==> src/rtl/alarm_ctrl.sv <==
// rtl/alarm_ctrl.sv - alarm clock controller: arm, ring, snooze, stop and alarm-time load
module alarm_ctrl #(
    parameter int RING_SEC   = 60,
    parameter int SNOOZE_SEC = 300,
    parameter int MAX_SNOOZE = 3
) (
    input  logic       i_clock,
    input  logic       i_reset,
    input  logic       i_sec_tick,
    input  logic [7:0] i_hr,
    input  logic [7:0] i_mins,
    input  logic [7:0] i_secs,
    input  logic       i_am,
    input  logic       i_arm_en,
    input  logic       i_load,
    input  logic [7:0] i_ld_hr,
    input  logic [7:0] i_ld_min,
    input  logic       i_ld_am,
    input  logic       i_snooze,
    input  logic       i_stop,
    output logic       o_buzzer,
    output logic       o_snoozing,
    output logic [7:0] o_al_hr,
    output logic [7:0] o_al_min,
    output logic       o_al_am,
    output logic [1:0] o_snooze_left,
    output logic       o_load_err
);

    typedef enum logic [1:0] {
        DISARMED = 2'd0,
        ARMED    = 2'd1,
        RINGING  = 2'd2,
        SNOOZE   = 2'd3
    } state_t;

    localparam logic [15:0] RING_LAST   = 16'(RING_SEC - 1);
    localparam logic [15:0] SNOOZE_LAST = 16'(SNOOZE_SEC - 1);
    localparam logic [1:0]  SNZ_MAX     = 2'(MAX_SNOOZE);

    state_t      r_state;
    state_t      w_next;
    logic [15:0] r_sec_cnt;
    logic        r_match_q;
    logic [7:0]  r_al_hr;
    logic [7:0]  r_al_min;
    logic        r_al_am;
    logic [1:0]  r_snooze_left;
    logic        r_load_err;

    logic w_match;
    logic w_trigger;
    logic w_ld_state_ok;
    logic w_ld_range_ok;
    logic w_ld_accept;
    logic w_state_change;
    logic w_timed;

    // Match is taken against the stored alarm, so a same-cycle load cannot affect it
    assign w_match   = (i_hr == r_al_hr) && (i_mins == r_al_min) &&
                       (i_am == r_al_am) && (i_secs == 8'd0);
    assign w_trigger = w_match && !r_match_q;

    assign w_ld_state_ok = (r_state == DISARMED) || (r_state == ARMED);
    assign w_ld_range_ok = (i_ld_hr >= 8'd1) && (i_ld_hr <= 8'd12) && (i_ld_min <= 8'd59);
    assign w_ld_accept   = i_load && w_ld_state_ok && w_ld_range_ok;

    assign w_state_change = (w_next != r_state);
    assign w_timed        = (r_state == RINGING) || (r_state == SNOOZE);

    always_comb begin
        w_next = r_state;
        case (r_state)
            DISARMED: begin
                if (i_arm_en) w_next = ARMED;
            end
            ARMED: begin
                if (!i_arm_en)      w_next = DISARMED;
                else if (w_trigger) w_next = RINGING;
            end
            RINGING: begin
                if (!i_arm_en)                                  w_next = DISARMED;
                else if (i_stop)                                w_next = ARMED;
                else if (i_snooze && (r_snooze_left != 2'd0))   w_next = SNOOZE;
                else if (i_sec_tick && (r_sec_cnt == RING_LAST)) w_next = ARMED;
            end
            SNOOZE: begin
                if (!i_arm_en)                                    w_next = DISARMED;
                else if (i_stop)                                  w_next = ARMED;
                else if (i_sec_tick && (r_sec_cnt == SNOOZE_LAST)) w_next = RINGING;
            end
            default: w_next = DISARMED;
        endcase
    end

    always_ff @(posedge i_clock) begin
        if (i_reset) begin
            r_state       <= DISARMED;
            r_sec_cnt     <= 16'd0;
            r_match_q     <= 1'b0;
            r_al_hr       <= 8'h0C;
            r_al_min      <= 8'h00;
            r_al_am       <= 1'b1;
            r_snooze_left <= SNZ_MAX;
            r_load_err    <= 1'b0;
        end else begin
            r_state   <= w_next;
            r_match_q <= w_match;

            // The tick seen in the transition cycle is dropped by the clear
            if (w_state_change)
                r_sec_cnt <= 16'd0;
            else if (i_sec_tick && w_timed)
                r_sec_cnt <= r_sec_cnt + 16'd1;

            if (w_state_change && ((w_next == ARMED) || (w_next == DISARMED)))
                r_snooze_left <= SNZ_MAX;
            else if ((r_state == RINGING) && (w_next == SNOOZE) && (r_snooze_left != 2'd0))
                r_snooze_left <= r_snooze_left - 2'd1;

            if (w_ld_accept) begin
                r_al_hr  <= i_ld_hr;
                r_al_min <= i_ld_min;
                r_al_am  <= i_ld_am;
            end
            r_load_err <= i_load && !w_ld_accept;
        end
    end

    assign o_buzzer      = (r_state == RINGING);
    assign o_snoozing    = (r_state == SNOOZE);
    assign o_al_hr       = r_al_hr;
    assign o_al_min      = r_al_min;
    assign o_al_am       = r_al_am;
    assign o_snooze_left = r_snooze_left;
    assign o_load_err    = r_load_err;

endmodule

==> config.mk <==
export PLATFORM = sky130hd
export DESIGN_NAME = alarm_ctrl
export DESIGN_NICKNAME = d
export VERILOG_FILES = /design/src/rtl/alarm_ctrl.sv
export SDC_FILE = /design/constraint.sdc
export NUM_CORES = 1
export LEC_CHECK = 0
export CELL_PAD_IN_SITES_DETAIL_PLACEMENT = 1
export CELL_PAD_IN_SITES_GLOBAL_PLACEMENT = 1
export CORE_MARGIN = 2
export CORE_UTILIZATION = 35
export DETAILED_ROUTE_END_ITERATION = 12
export PLACE_DENSITY = 0.95
export SYNTH_ARGS = -nofsm -noshare
export SYNTH_HDL_FRONTEND = slang
export SYNTH_SLANG_ARGS = --single-unit
export TNS_END_PERCENT = 20
==> constraint.sdc <==
create_clock -name i_clock -period 4.2 [get_ports i_clock]
set_clock_uncertainty 0.1 [all_clocks]
set_input_delay 0.42 -clock i_clock [delete_from_list [all_inputs] [get_ports i_clock]]
set_output_delay 0.42 -clock i_clock [all_outputs]
set_load 0.05 [all_outputs]
# Yosys cells after proc, flatten, opt, wreduce, memory -nomap -nowiden
# Index checks and enable logic that the tools add are counted.
# classes
order_cmp	3
n_eq_ne	11
reduce_logical	27
n_addsub	2
mux	11
# ops
op	count
2-to-1 mux 2 bit	10
adder 16 x 1 -> 16 bit, second input constant	1
equality test 16 x 6 -> 1 bit, second input constant	1
equality test 16 x 9 -> 1 bit, second input constant	1
equality test 8 bit	2
logical AND 1 bit	16
greater-or-equal comparator 8 x 1 -> 1 bit, second input constant	1
less-or-equal comparator 8 x 4 -> 1 bit, second input constant	1
less-or-equal comparator 8 x 6 -> 1 bit, second input constant	1
zero test 8 bit	1
case mux 2 bit (4 select lines)	1
equality test 2 bit, second input constant	3
equality test 2 x 1 -> 1 bit, second input constant	2
zero test 2 bit	2
OR reduction 2 bit	2
logical OR 1 bit	3
zero test 1 bit	2
!= test 2 bit	1
nonzero test 2 bit	1
subtractor 2 x 1 -> 2 bit, second input constant	1
equality test 1 bit	1
# totals
in_bits	49
reg_bits	39

# Longest topological paths before layout
# Gate-level depths: netlist of run 1.
# logic_depth
ltp_word	12
depth_mapped	9
mapped_depth_nobuf	8

# Worst setup path before layout of run 1
# No wires, ideal clock.
# synth_timing
path_type	register to register
from	register r_al_hr[6] (netlist: o_al_hr[6])
to	register r_sec_cnt[15]
path_stages_with_launch	8
setup_ns	0.115
setup_slack_ns	1.831
t_arrival_ns	2.154
period_less_slack_ns	2.369
path_cell_list	dfxtp_1 > xor2_1 > nor4_1 > nand4_1 > or4_4 > a211oi_4 > buf_6 > nor2_1
# synth_via
elab_chain_cells	10
# synth_rtl
element	line_no	text
from (decl)	45	logic [7:0] r_al_hr;
from (signal assigned)	122	r_al_hr <= i_ld_hr;
equality test 8 bit	60	assign w_match = (i_hr == r_al_hr) && (i_mins == r_al_min) &&
logical AND 1 bit (2 in series)	60	
logical AND 1 bit	61	(i_am == r_al_am) && (i_secs == 8'd0);
logical AND 1 bit	62	assign w_trigger = w_match && !r_match_q;
2-to-1 mux 2 bit	79	else if (w_trigger) w_next = RINGING;
2-to-1 mux 2 bit	78	if (!i_arm_en) w_next = DISARMED;
case mux 2 bit (4 select lines)	73	case (r_state)
!= test 2 bit	68	assign w_state_change = (w_next != r_state);
OR reduction 2 bit (no source line)	--	
to (signal assigned)	114	r_sec_cnt <= r_sec_cnt + 16'd1;
to (decl)	43	logic [15:0] r_sec_cnt;
# Every way passes these cells.
# A chain may end at the register's enable or synchronous reset.

# Final worst setup path of run 1
# layout_timing
from	register r_sec_cnt[0]
to	register r_sec_cnt[7]
# layout_via
elab_chain_cells	9
elab_cells_between_ends	15
classes_between	add/sub (1); eq/ne (3); mux (8); reduce/logical (3)
# layout_rtl
element	line_no	text
equality test 16 x 6 -> 1 bit	85	else if (i_sec_tick && (r_sec_cnt == RING_LAST)) w_next = ARMED;
logical AND 1 bit	85	
2-to-1 mux 2 bit	85	
2-to-1 mux 2 bit	84	else if (i_snooze && (r_snooze_left != 2'd0)) w_next = SNOOZE;
2-to-1 mux 2 bit	83	else if (i_stop) w_next = ARMED;
2-to-1 mux 2 bit	82	if (!i_arm_en) w_next = DISARMED;
case mux 2 bit (4 select lines)	73	
!= test 2 bit	68	
OR reduction 2 bit (no source line)	--	
# Parallel ways exist; a longest one is shown, timed or not.

==> results of run 1 <==
[cell families (layout without fill, tap and decap cells)]
family,after synthesis,in the layout,share of synthesized area [%]
AND/OR/NAND/NOR,99,99,28.7
flip-flops,39,39,40.7
XOR/XNOR,33,33,15.0
AO/OA/AOI/OAI,18,18,7.88
buffers and inverters,9,82,2.21
multiplexers,8,8,4.17
adder cells (fa/ha/maj),2,2,1.30
[cell type report]
class	instances	area (um2)
Fill cell	603	2410
Multi-Input combinational cell	160	1100
Sequential cell	39	781
Timing Repair Buffer	71	708
Tap cell	70	87.6
Clock buffer	5	68.8
Clock inverter	3	43.8
Inverter	3	11.3
[path summary, 6_finish.rpt]
kind / start / endpoint / slack (ns)
worst min register to register: r_match_q / r_state[1] / 0.39
worst max register to register: r_sec_cnt[0] / r_sec_cnt[7] / 1.45
worst min-delay path: r_match_q / r_state[1] / 0.39
worst max-delay path: r_sec_cnt[0] / r_sec_cnt[7] / 1.45
[metrics by stage]
stage	hold slack (ns)	cell area (um2)	setup slack (ns)
2_1_floorplan	0.336	1920	1.83
4_1_cts	0.387	2800	1.43
5_1_grt	0.422	2800	1.27
6_report	0.392	2800	1.45
3_3_place_gp	0.364	2690	1.35
3_5_place_dp	0.363	2690	1.24
[report_power, final]
part           switching [mW]  internal (mW)  leakage, nW
Sequential            0.00204          0.371        0.315
Combinational          0.0345         0.0546        0.625
Clock                   0.139          0.177       0.0581
Total                   0.175          0.602        0.998
[per-layer routing]
metal	global-route usage (%)	wire, um	up-vias
met1	20.1	2150	837
met4	5.26	72	0
met2	36.4	2900	60
li1	-	-	865
met5	0	0	-
met3	6.32	390	8
[registers in the layout (all words and copies together) (netlist names)]
signal,count
r_match_q,1
o_al_hr,8
o_snooze_left,2
o_al_min,8
o_al_am,1
r_state,2
r_sec_cnt,16
o_load_err,1
[cell usage in the layout (no fill, tap or decap), types with 6 or more instances in the layout]
master / count
nand4_1: 8
nand2_1: 12
and2_1: 8
dfxtp_1: 39
mux2i_1: 8
nor2_1: 28
clkdlybuf4s50_1: 70
and3_1: 6
xnor2_1: 20
xor2_1: 13
==> qor.txt, run 1 <==
Status -> complete, no violations
PwrDens -> 278 nW/um2
CTS root buffer -> clkbuf_8
# rows -> 26
Synth top area cells -> dfxtp_1, xnor2_1, xor2_1
Async SR Flop Fraction -> 0%
Mean Syn Cell Area -> 9.23 um2
Vias in the first global route -> 1893
Crit path depth -> 7
Critical Path Max Stage Delay -> 0.61 ns
Setup bufs post-CTS -> 0
Top achievable clock speed -> 364 MHz
GR Overflow Total -> 0
Latest clock arrival within the worst-skew pair -> 0.30 ns
Max-cap violation count -> 0
Critical Path Start Type -> flip-flop
Core area -> 5200 um2
Crit. End Element -> flip-flop
Largest net degree at the start of global routing -> 19
First-pass GRT wire length -> 9030 um
Area growth syn-to-layout -> 45.7%
Synth top area share -> 40.7%
Detailed Route WL -> 5510 um
First-pass DRT Iterations -> 4
Data arrival, critical path -> 2.81 ns
Top Ports -> 71
Total number of vias -> 1770
Initial Util -> 36.9%
Dpl cells -> 343
Initial antenna violation count -> 0
Global Route Usage Sum -> 19.2%
Vias/cell -> 5.04
Sink Count -> 39
Hold Path Depth -> 1
RSZ-0062 raised after global routing -> no
Chip height -> 78.1 um
DR iter-0 viols -> 58
Worst Setup Path Type -> flip-flop to flip-flop
Sum of negative setup slack -> 0 ns
CTS tree -> done
Clock Tree Buf Depth -> 2
CP Buf/Inv Count -> 0
Synth Cell Area -> 1920 um2
Peak VDD IR -> 0.128 mV
Ys flop type -> dfxtp_1
Number of diodes -> 0
Final critical-path required period -> 2.75 ns
Layout cells sized above 1 -> 6.05%
Yosys top cell by area -> dfxtp_1
Commonest cells in the netlist -> dfxtp_1, nor2_1, xnor2_1
Total power -> 0.777 mW
# DRC -> 0
Cell leakage power -> 0.998 nW
Ys Warns -> 0
Clock-pin slew of the registers on the worst-case setup and hold paths -> 0.08 ns
H-tree depth -> 2
Post-DRT Antenna Nets -> 0
Final Max Tran Viols -> 0
Least-Margin Pin Slew -> 0.682 ns
Syn nets -> 259
Tcrit/Tclk final -> 65.4%
Die area -> 6100 um2
Hold Path Class -> flip-flop to flip-flop
Port Buffers -> 70
Wire length per cell -> 15.7 um
Critical-path maximum fanout -> 16
Critical Path RT -> 4.26 ns
Non-Filler Instances -> 351
Seq/Total Area, Yosys -> 40.7%
Core Util, Final -> 53.8%
Setup violators final -> 0
#FFs+latches synth -> 39
Cts repair resizes -> 0
Slew HR -> 54.4%
Gpl congestion -> 0.768
Num CTS Buffers -> 5
Hold_buf cts -> 0
Nets -> 331
Dpl hpwl -> 4310 um
Synth cell types -> 42
Count leader, synth -> dfxtp_1
Worst-path cell chain -> ha_1, nor4bb_1, nand4_1, nor4_2, o2bb2ai_1, a211oi_4, nor2_1
Critical Path Slowest Stage Cell -> a211oi_4
Delay-heaviest family, CP -> simple AND/OR/NAND/NOR gates
R2r worst-path depth -> 7
Final Hold Viols -> 0
Post-synthesis cell count -> 208
Die width -> 78.1 um
Number of synthesized flops with an enable pin -> 0
Note: power is estimated with default switching activity, not from simulation.
==> inputs of run 2 (changes only) <==
CORE_UTILIZATION = 29   (was 35)
PLACE_DENSITY = 0.87   (was 0.95)
clock period = 2.52 ns   (was 4.2 ns; I/O delays follow)
==> qor.txt, run 2 (synthesis results as in run 1) <==
Status -> complete, no violations (unchanged)
H-tree depth -> 2 (unchanged)
Core area -> 6390 um2 (was 5200 um2)
Slew HR -> 64.2% (was 54.4%)
Final critical-path required period -> 2.41 ns (was 2.75 ns)
# rows -> 29 (was 26)
Area growth syn-to-layout -> 49.4% (was 45.7%)
Cell leakage power -> 1.03 nW (was 0.998 nW)
DR iter-0 viols -> 55 (was 58)
Worst Setup Path Type -> flip-flop to flip-flop (unchanged)
Total number of vias -> 1799 (was 1770)
Post-DRT Antenna Nets -> 0 (unchanged)
Critical Path Max Stage Delay -> 0.39 ns (was 0.61 ns)
Num CTS Buffers -> 5 (unchanged)
Setup violators final -> 0 (unchanged)
Hold Path Class -> flip-flop to flip-flop (unchanged)
Initial antenna violation count -> 0 (unchanged)
Most common cell after layout, fill and taps aside -> clkdlybuf4s50_1 (unchanged)
Cts repair resizes -> 0 (unchanged)
Global Route Usage Sum -> 16.1% (was 19.2%)
Hold_buf cts -> 0 (unchanged)
Sum of negative setup slack -> 0 ns (unchanged)
Top Ports -> 71 (unchanged)
Detailed Route WL -> 5590 um (was 5510 um)
Setup bufs post-CTS -> 0 (unchanged)
Critical-path maximum fanout -> 7 (was 16)
Max reg flops -> 16 (unchanged)
Critical Path RT -> 2.61 ns (was 4.26 ns)
Max-cap violation count -> 0 (unchanged)
Critical Path Start Type -> flip-flop (unchanged)
Wire length per cell -> 15.4 um (was 15.7 um)
CTS tree -> done (unchanged)
Tcrit/Tclk final -> 95.6% (was 65.4%)
Layout cells sized above 1 -> 8.36% (was 6.05%)
Least-Margin Pin Slew -> 0.535 ns (was 0.682 ns)
Vias/cell -> 4.94 (was 5.04)
Critical Path Slowest Stage Cell -> dfxtp_1 (was a211oi_4)
Peak VDD IR -> 0.308 mV (was 0.128 mV)
Die width -> 85.4 um (was 78.1 um)
Commonest non-fill, non-tap cells in the layout -> clkdlybuf4s50_1, dfxtp_1, nor2_1, xnor2_1, xor2_1 (unchanged)
Final Hold Viols -> 0 (unchanged)
Largest net degree at the start of global routing -> 14 (was 19)
CTS root buffer -> clkbuf_8 (unchanged)
Vias in the first global route -> 1953 (was 1893)
Design Area, Final -> 2870 um2 (was 2800 um2)
Die area -> 7290 um2 (was 6100 um2)
PwrDens -> 467 nW/um2 (was 278 nW/um2)
First-pass GRT wire length -> 9210 um (was 9030 um)
Initial Util -> 30.1% (was 36.9%)
Data arrival, critical path -> 2.50 ns (was 2.81 ns)
Post-placement cell area -> 2740 um2 (was 2690 um2)
Biggest register -> r_sec_cnt (unchanged)
GR Overflow Total -> 0 (unchanged)
Crit. End Element -> flip-flop (unchanged)
Final Max Tran Viols -> 0 (unchanged)
Worst-path cell chain -> ha_1, nor4bb_2, nand4_1, o31a_1, o221a_2, a211oi_4, buf_4, nor2_1 (was ha_1, nor4bb_1, nand4_1, nor4_2, o2bb2ai_1, a211oi_4, nor2_1)
Port Buffers -> 70 (unchanged)
Clock-pin slew of the registers on the worst-case setup and hold paths -> 0.08 ns (about the same)
Chip height -> 85.4 um (was 78.1 um)
Top achievable clock speed -> 415 MHz (was 364 MHz)
Sink Count -> 39 (unchanged)
Gpl congestion -> 0.764 (was 0.768)
Number of diodes -> 0 (unchanged)
First-pass DRT Iterations -> 4 (unchanged)
Clock Tree Buf Depth -> 2 (unchanged)
Fillers -> 764 (was 603)
Dpl hpwl -> 4480 um (was 4310 um)
Latest clock arrival within the worst-skew pair -> 0.30 ns (about the same)
Nets -> 337 (was 331)
# DRC -> 0 (unchanged)
run 2: changes by cell type in the layout (fill, tap and decap cells not counted), sizes merged:
cell / delta
buf: +6
inv: +1
clkbuf: +1
clkinv: -2
run 2: where the power goes:
part           internal (mW)  total, mW  switching (mW)
Sequential             0.618      0.622         0.00351
Combinational         0.0980      0.157          0.0589
Clock                  0.326      0.561           0.235
run 2: worst max-delay path, delay by kind of cell (launching register included):
kind                     cells  cell delay, ns
buffers and inverters        1            0.19
AO/OA/AOI/OAI                3            0.83
flip-flops                   1            0.39
AND/OR/NAND/NOR              3            0.58
adder cells (fa/ha/maj)      1            0.20
run 2: metrics by stage:
step	cells	setup WS, ns	hold WS, ns	total power, mW	util (%)
floorplan	208	0.151	0.270	0.689	-
global placement	356	0.0875	0.354	0.788	42.9
detailed placement	356	0.0170	0.372	0.793	42.9
CTS	364	0.0740	0.382	1.36	44.8
global route	364	-0.0663	0.426	1.40	44.9
finish	364	0.111	0.392	1.34	44.9
run 2: final timing paths:
path,startpoint,end,slack (ns),cells past startpoint
worst max-delay path,r_sec_cnt[1],r_sec_cnt[8],0.11,8
worst min-delay path,r_match_q,r_state[1],0.39,1
worst max register to register,r_sec_cnt[1],r_sec_cnt[8],0.11,8
worst min register to register,r_match_q,r_state[1],0.39,1
run 2: final cells by class:
class	instances	area [um2]	area share (%)
multi-input cells	160	1100	38.4
flip-flops and latches	39	781	27.2
repair buffers	77	757	26.4
clock buffers	6	82.6	2.88
inverters	3	11.3	0.392
well taps	77	96.3	3.36
clock inverters	2	38.8	1.35
run 2: per-layer routing:
metal	up-vias	share of wire, %	track usage [%]
met1	858	41	17.1
li1	875	-	-
met2	60	51	29.8
met4	0	1.3	5.19
met3	6	7.1	5.25
met5	-	0	0
